File: src/rtl/inst_fetch.sv
`default_nettype none
// ============================================================================
// Module   : inst_fetch
// Purpose  : IF stage. Issues instruction-memory requests, tracks outstanding
//            and discarded fetches, and registers the PC/instruction for IF/ID.
// Revision : 1.0
// ============================================================================
module inst_fetch (
    input  logic        clk,
    input  logic        rst,
    input  logic [31:0] pc_i,
    input  logic        ce_i,
    input  logic [5:0]  stall_i,
    input  logic        flush_i,
    output logic        imem_req_o,
    output logic [31:0] imem_addr_o,
    input  logic        imem_ack_i,
    input  logic [31:0] imem_rdata_i,
    output logic [31:0] if_pc_o,
    output logic [31:0] if_inst_o,
    output logic        stallreq_o
);

    typedef enum logic [1:0] {
        S_IDLE = 2'd0,
        S_WAIT = 2'd1,
        S_DROP = 2'd2,
        S_HOLD = 2'd3
    } state_t;

    state_t      r_state;
    logic [31:0] r_addr;
    logic [31:0] r_buf_pc;
    logic [31:0] r_buf_inst;

    logic        w_adv;
    logic        w_issue;
    logic        w_deliver;
    logic [31:0] w_dlv_pc;
    logic [31:0] w_dlv_inst;
    logic        w_unused_stall;

    // Only the PC, IF and ID stall bits concern this stage.
    assign w_unused_stall = ^stall_i[5:3];

    assign w_adv   = ~stall_i[0] & ~stall_i[1];
    assign w_issue = (r_state == S_IDLE) & ce_i & ~flush_i;

    assign imem_req_o  = rst & (w_issue | (r_state == S_WAIT) | (r_state == S_DROP));
    assign imem_addr_o = (r_state == S_IDLE) ? pc_i : r_addr;
    assign stallreq_o  = rst & ((r_state == S_DROP) | (imem_req_o & ~imem_ack_i));

    always_comb begin
        w_deliver  = 1'b0;
        w_dlv_pc   = r_addr;
        w_dlv_inst = imem_rdata_i;
        case (r_state)
            S_IDLE: begin
                w_deliver = w_issue & imem_ack_i & w_adv;
                w_dlv_pc  = pc_i;
            end
            S_WAIT: w_deliver = ~flush_i & imem_ack_i & w_adv;
            S_HOLD: begin
                w_deliver  = ~flush_i & w_adv;
                w_dlv_pc   = r_buf_pc;
                w_dlv_inst = r_buf_inst;
            end
            default: w_deliver = 1'b0;
        endcase
    end

    always_ff @(posedge clk or negedge rst) begin
        if (!rst) begin
            r_state    <= S_IDLE;
            r_addr     <= 32'h0;
            r_buf_pc   <= 32'h0;
            r_buf_inst <= 32'h0;
        end else begin
            case (r_state)
                S_IDLE: begin
                    if (w_issue) begin
                        if (imem_ack_i) begin
                            if (!w_adv) begin
                                r_buf_pc   <= pc_i;
                                r_buf_inst <= imem_rdata_i;
                                r_state    <= S_HOLD;
                            end
                        end else begin
                            r_addr  <= pc_i;
                            r_state <= S_WAIT;
                        end
                    end
                end
                S_WAIT: begin
                    if (flush_i) begin
                        r_state <= imem_ack_i ? S_IDLE : S_DROP;
                    end else if (imem_ack_i) begin
                        if (w_adv) begin
                            r_state <= S_IDLE;
                        end else begin
                            r_buf_pc   <= r_addr;
                            r_buf_inst <= imem_rdata_i;
                            r_state    <= S_HOLD;
                        end
                    end
                end
                // The flushed request must still complete before a new one may go out.
                S_DROP: begin
                    if (imem_ack_i) begin
                        r_state <= S_IDLE;
                    end
                end
                S_HOLD: begin
                    if (flush_i || w_adv) begin
                        r_state <= S_IDLE;
                    end
                end
                default: r_state <= S_IDLE;
            endcase
        end
    end

    always_ff @(posedge clk or negedge rst) begin
        if (!rst) begin
            if_pc_o   <= 32'h0;
            if_inst_o <= 32'h0;
        end else if (flush_i) begin
            if_pc_o   <= 32'h0;
            if_inst_o <= 32'h0;
        end else if (stall_i[1] && stall_i[2]) begin
            if_pc_o   <= if_pc_o;
            if_inst_o <= if_inst_o;
        end else if (stall_i[1]) begin
            if_pc_o   <= 32'h0;
            if_inst_o <= 32'h0;
        end else if (w_deliver) begin
            if_pc_o   <= w_dlv_pc;
            if_inst_o <= w_dlv_inst;
        end else begin
            if_pc_o   <= 32'h0;
            if_inst_o <= 32'h0;
        end
    end

endmodule
`default_nettype wire

File: config.mk
export PLATFORM = sky130hd
export DESIGN_NAME = inst_fetch
export DESIGN_NICKNAME = d
export VERILOG_FILES = /design/src/rtl/inst_fetch.sv
export SDC_FILE = /design/constraint.sdc
export NUM_CORES = 1
export LEC_CHECK = 0
export ABC_AREA = 0
export CAP_MARGIN = 20
export CORE_MARGIN = 2
export CORE_UTILIZATION = 45
export CTS_CLUSTER_DIAMETER = 40
export DETAILED_ROUTE_END_ITERATION = 8
export MAX_ROUTING_LAYER = met4
export PLACE_DENSITY = 0.81
export SLEW_MARGIN = 20
export SYNTH_ARGS = -nofsm -noshare
export SYNTH_HDL_FRONTEND = slang
export SYNTH_SLANG_ARGS = --single-unit
File: constraint.sdc
create_clock -name clk -period 1.7 [get_ports clk]
set_input_delay 0.34 -clock clk [delete_from_list [all_inputs] [get_ports clk]]
set_output_delay 0.34 -clock clk [all_outputs]
set_load 0.03 [all_outputs]
==> results by stage <==
Run status:
- The run finished, with violations left.
- The checks that failed: setup timing.

STA:
- Setup repair after global routing could not meet its margin everywhere.
- The final worst-path setup slack is -502 ps.
- The number of failing hold endpoints at the final stage came to 0.
- The fmax is 454 MHz.
- Measured against its own limit, the worst slew margin works out to 51.9%.
- For the pin with the worst max-slew slack, the measured transition is 721 ps.
- The total count of max-transition violations in the final report came to 0.
- The post-route fraction of the period consumed by the critical path is 130%.
- The clock period minus final worst setup slack is 2200 ps.
- The final-report setup violation count is 196.
- In the final timing run, aggregate negative setup slack is -55420 ps.
- For the final database, setup skew stands at 14.0 ps.

Worst setup path:
- For the worst setup path, the data required time is 1360 ps.
- The endpoint arrival time on the critical path is 1860 ps.
- The sort of element at the end of the critical path is an output port.
- The worst register-to-register path begins at r_state[1].
- Of all nets on the critical path, the largest fanout is 6.
- The beginning of the critical path is r_state[1].
- The worst setup path is launched from a register.
- The type of the worst setup path is reg -> out.

Floorplan:
- The area of the core is 0.0171 sq mm.
- The effective utilization at floorplan is 45.5%.
- The I/O pin total is 173.
- The row count is 48.
- The die height is 136 microns.
- The die is 136 microns wide.
- The floorplan step defined a die boundary enclosing 0.0184 sq mm.

Global route:
- Global routing consumed, over all layers together, 26.8% of the routing resources.
- For this run the aggregate overflow at the end of global routing stands at 0.
- The wire length of the first global-routing pass is 36500 microns.
- The number of antenna violations at the first check in global routing came to 0.
- Entering global routing, the biggest net connects 133 pins.
- The number of global-route vias before repair was 6694.

Logic synthesis:
- The cell area that synthesis handed to floorplanning was 0.00779 sq mm.
- The number of distinct standard cells referenced by the synthesized netlist is 30.
- The number of nets produced by synthesis is 779.
- The number of storage elements in the synthesis netlist is 162.
- The number of instances in the synthesized netlist is 698.
- The mean post-synth cell area is 11.2 sq um.
- The sequential element share of the synthesized area is 52.0%.
- The yosys synthesis warning count is 0.

Route:
- The detail route stage leaves a number of antenna-violating nets equal to 0.
- After detailed routing, the average wire length per cell comes to 21.3 microns.
- The met2 wire length is 12900 microns.
- After detailed routing, the number of vias per cell comes to 5.64.
- After detailed routing, the met3 layer carries 1430 microns of wire.
- The first-pass iteration count of the detailed router is 5.
- The via count is 6682.
- After detailed routing, the total wire length is 25200 microns.
- The number of DRC violations after detailed routing is 0.
- The length of routed wiring on met1 is 10300 microns.
- The DRC marker count from the first detailed-route iteration is 457.
- The highest metal layer used by the detailed router is met4.

Run:
- The tool flagged a number of max-cap violations equal to 0.

Clocking:
- TritonCTS built the clock tree.
- The clock tree root driver cell is sky130_fd_sc_hd__clkbuf_16.
- The clock latency reported for the late side of the worst-skew pair is 430 ps.
- Clock-pin slew was measured on the worst setup and hold paths at 60 ps.
- The clock sink count is 162.
- The clock tree synthesis step divided the H-tree into 4 levels.
- The worst-case clock buffer depth is 2.
- In this run, CTS created clock tree buffers numbering 17.

Final layout:
- Fill cells in the final layout number 1113.
- 0 antenna diodes ended up in the layout.
- The area overhead of the layout relative to synthesis is 55.9%.
- Leaving out filler cells and counting taps, the final layout contains 1184.
- In the final layout, the share of cells above drive strength 1 is 33.9%.
- After the last flow step, the layout net total stands at 1029.

Place:
- The number of placed instances, taps included is 1098.
- The post-DP HPWL is 13000 microns.
- In this run the tool buffered the top-level ports with 169 buffer cells.
- The routability congestion estimate is 0.785.

Power:
- Summing internal, switching and leakage power gives 21.1 mW.
- The leakage power total is 5.75 nW.
- Power spread over the standard cell area amounts to 1740 mW/mm^2.
- IR analysis of the VDD net gives a maximum drop of 0.00119 V.

Min path:
- The class of the tightest hold or removal check is in -> async.
## worst paths after layout
| kind | endpoint | slack, ps | depth (start not counted) |
|---|---|---|---|
| min in group clk | if_pc_o[16] | 470 | 2 |
| setup / recovery | imem_addr_o[18] | -500 | 6 |
| setup reg to reg | r_buf_pc[5] | -360 | 10 |
| hold reg to reg | if_pc_o[16] | 470 | 2 |
| max in group asynchronous | r_buf_pc[9] | 760 | 3 |
| hold / removal | if_pc_o[29] | 70 | 2 |
## kinds of logic after synthesis
| group | count (synthesis) | synth area share [%] |
|---|---|---|
| compound gates | 171 | 12.3 |
| fa+ha+maj | 6 | 0.964 |
| buf+inv | 55 | 3.65 |
| flops | 162 | 52.0 |
| mux | 163 | 23.9 |
| simple gates | 141 | 7.19 |
## cell usage after synthesis (all sizes together)
library cell | count | area, sq um
clkbuf | 20 | 75.1
nor2b | 4 | 25.0
nor2 | 32 | 120
mux2 | 98 | 1210
nand2 | 98 | 368
nand3 | 1 | 10.0
mux2i | 65 | 651
nand2b | 1 | 6.26
nor4 | 1 | 6.26
inv | 3 | 11.3
o31a | 2 | 17.5
o21ai | 100 | 504
and3 | 2 | 12.5
ha | 6 | 75.1
o211ai | 1 | 7.51
nor3b | 1 | 7.51
o21ba | 1 | 10.0
a22oi | 32 | 240
dfrtp | 162 | 4050
buf | 32 | 198
a21oi | 35 | 175
nor3 | 1 | 5.00
## worst max-delay path: stages (launching register included)
cell                      delay [ps]
sky130_fd_sc_hd__dfrtp_1         390
sky130_fd_sc_hd__inv_2            90
sky130_fd_sc_hd__ha_4            200
sky130_fd_sc_hd__buf_12          130
sky130_fd_sc_hd__buf_4           160
sky130_fd_sc_hd__mux2_4          330
sky130_fd_sc_hd__buf_6           140
## repair_timing
item / 4_1_cts / 5_1_grt
setup buffers: 20 / 20
pin swaps: 3 / 59
gates resized for setup: 152 / 148
hold buffers: 1 / 0
gates cloned: 16 / 6
setup endpoints to repair: 233 / 196
endpoints found under the hold margin: 30 / 0
## per-stage QoR
| stage | hold WS [ps] | utilization, % | setup slack [ps] | cell area, sq um |
|---|---|---|---|---|
| 6_report | 70.8 | 71.0 | -502 | 12100 |
| 5_1_grt | 125 | 71.0 | -541 | 12100 |
| 4_1_cts | 108 | 68.0 | -487 | 11600 |
| 3_5_place_dp | 447 | 59.6 | -353 | 10200 |
| 3_3_place_gp | 445 | 59.6 | -332 | 10200 |
| 2_1_floorplan | 44.4 | - | -153 | 7980 |
## where the power goes
| part | total [mW] | leakage [nW] | switching [mW] | internal, mW |
|---|---|---|---|---|
| combinational | 11.3 | 3.39 | 5.59 | 5.71 |
| clock | 3.74 | 0.274 | 1.53 | 2.21 |
| sequential | 6.06 | 2.09 | 0.967 | 5.09 |
## registers in the layout, indices dropped and copies added, names as in the netlist
register / flops
r_state: 2
r_buf_pc: 32
if_pc_o: 32
r_buf_inst: 32
if_inst_o: 32
r_addr: 32
## layout by cell type, fill, tap and decap left out, types with 2 or more instances in the layout
master                            instances
sky130_fd_sc_hd__a21oi_1                 34
sky130_fd_sc_hd__a22oi_1                 32
sky130_fd_sc_hd__buf_12                  24
sky130_fd_sc_hd__buf_16                   9
sky130_fd_sc_hd__buf_4                   51
sky130_fd_sc_hd__buf_6                   51
sky130_fd_sc_hd__buf_8                    3
sky130_fd_sc_hd__bufbuf_16                4
sky130_fd_sc_hd__bufinv_16                2
sky130_fd_sc_hd__clkbuf_16               23
sky130_fd_sc_hd__clkbuf_8                 2
sky130_fd_sc_hd__clkdlybuf4s50_1         70
sky130_fd_sc_hd__clkinv_2                 4
sky130_fd_sc_hd__clkinvlp_4               3
sky130_fd_sc_hd__dfrtp_1                162
sky130_fd_sc_hd__dlygate4sd2_1           64
sky130_fd_sc_hd__ha_4                     4
sky130_fd_sc_hd__inv_2                    3
sky130_fd_sc_hd__mux2_1                  32
sky130_fd_sc_hd__mux2_4                  65
sky130_fd_sc_hd__mux2i_1                 65
sky130_fd_sc_hd__nand2_1                 98
sky130_fd_sc_hd__nor2_1                  32
sky130_fd_sc_hd__nor2b_1                  2
sky130_fd_sc_hd__nor2b_4                  2
sky130_fd_sc_hd__o21ai_0                 21
sky130_fd_sc_hd__o21ai_1                 13
sky130_fd_sc_hd__o21ai_2                 65
sky130_fd_sc_hd__o31a_1                   2
## cell type report
class,count,area (sq um),share of cell area (%)
clock buffers,20,457,3.76
well taps,225,282,2.32
clock inverters,10,111,0.917
inverters,3,11.3,0.0927
repair buffers,283,3280,27.0
flip-flops and latches,162,4050,33.4
multi-input cells,481,3950,32.5
## metal layers
metal / GRT usage (%) / up-vias
met5: - / -
met4: 10.1 / 0
met3: 5.50 / 48
met1: 33.0 / 3372
li1: - / 2981
met2: 43.7 / 281
Note: power is estimated with default switching activity, not from simulation.
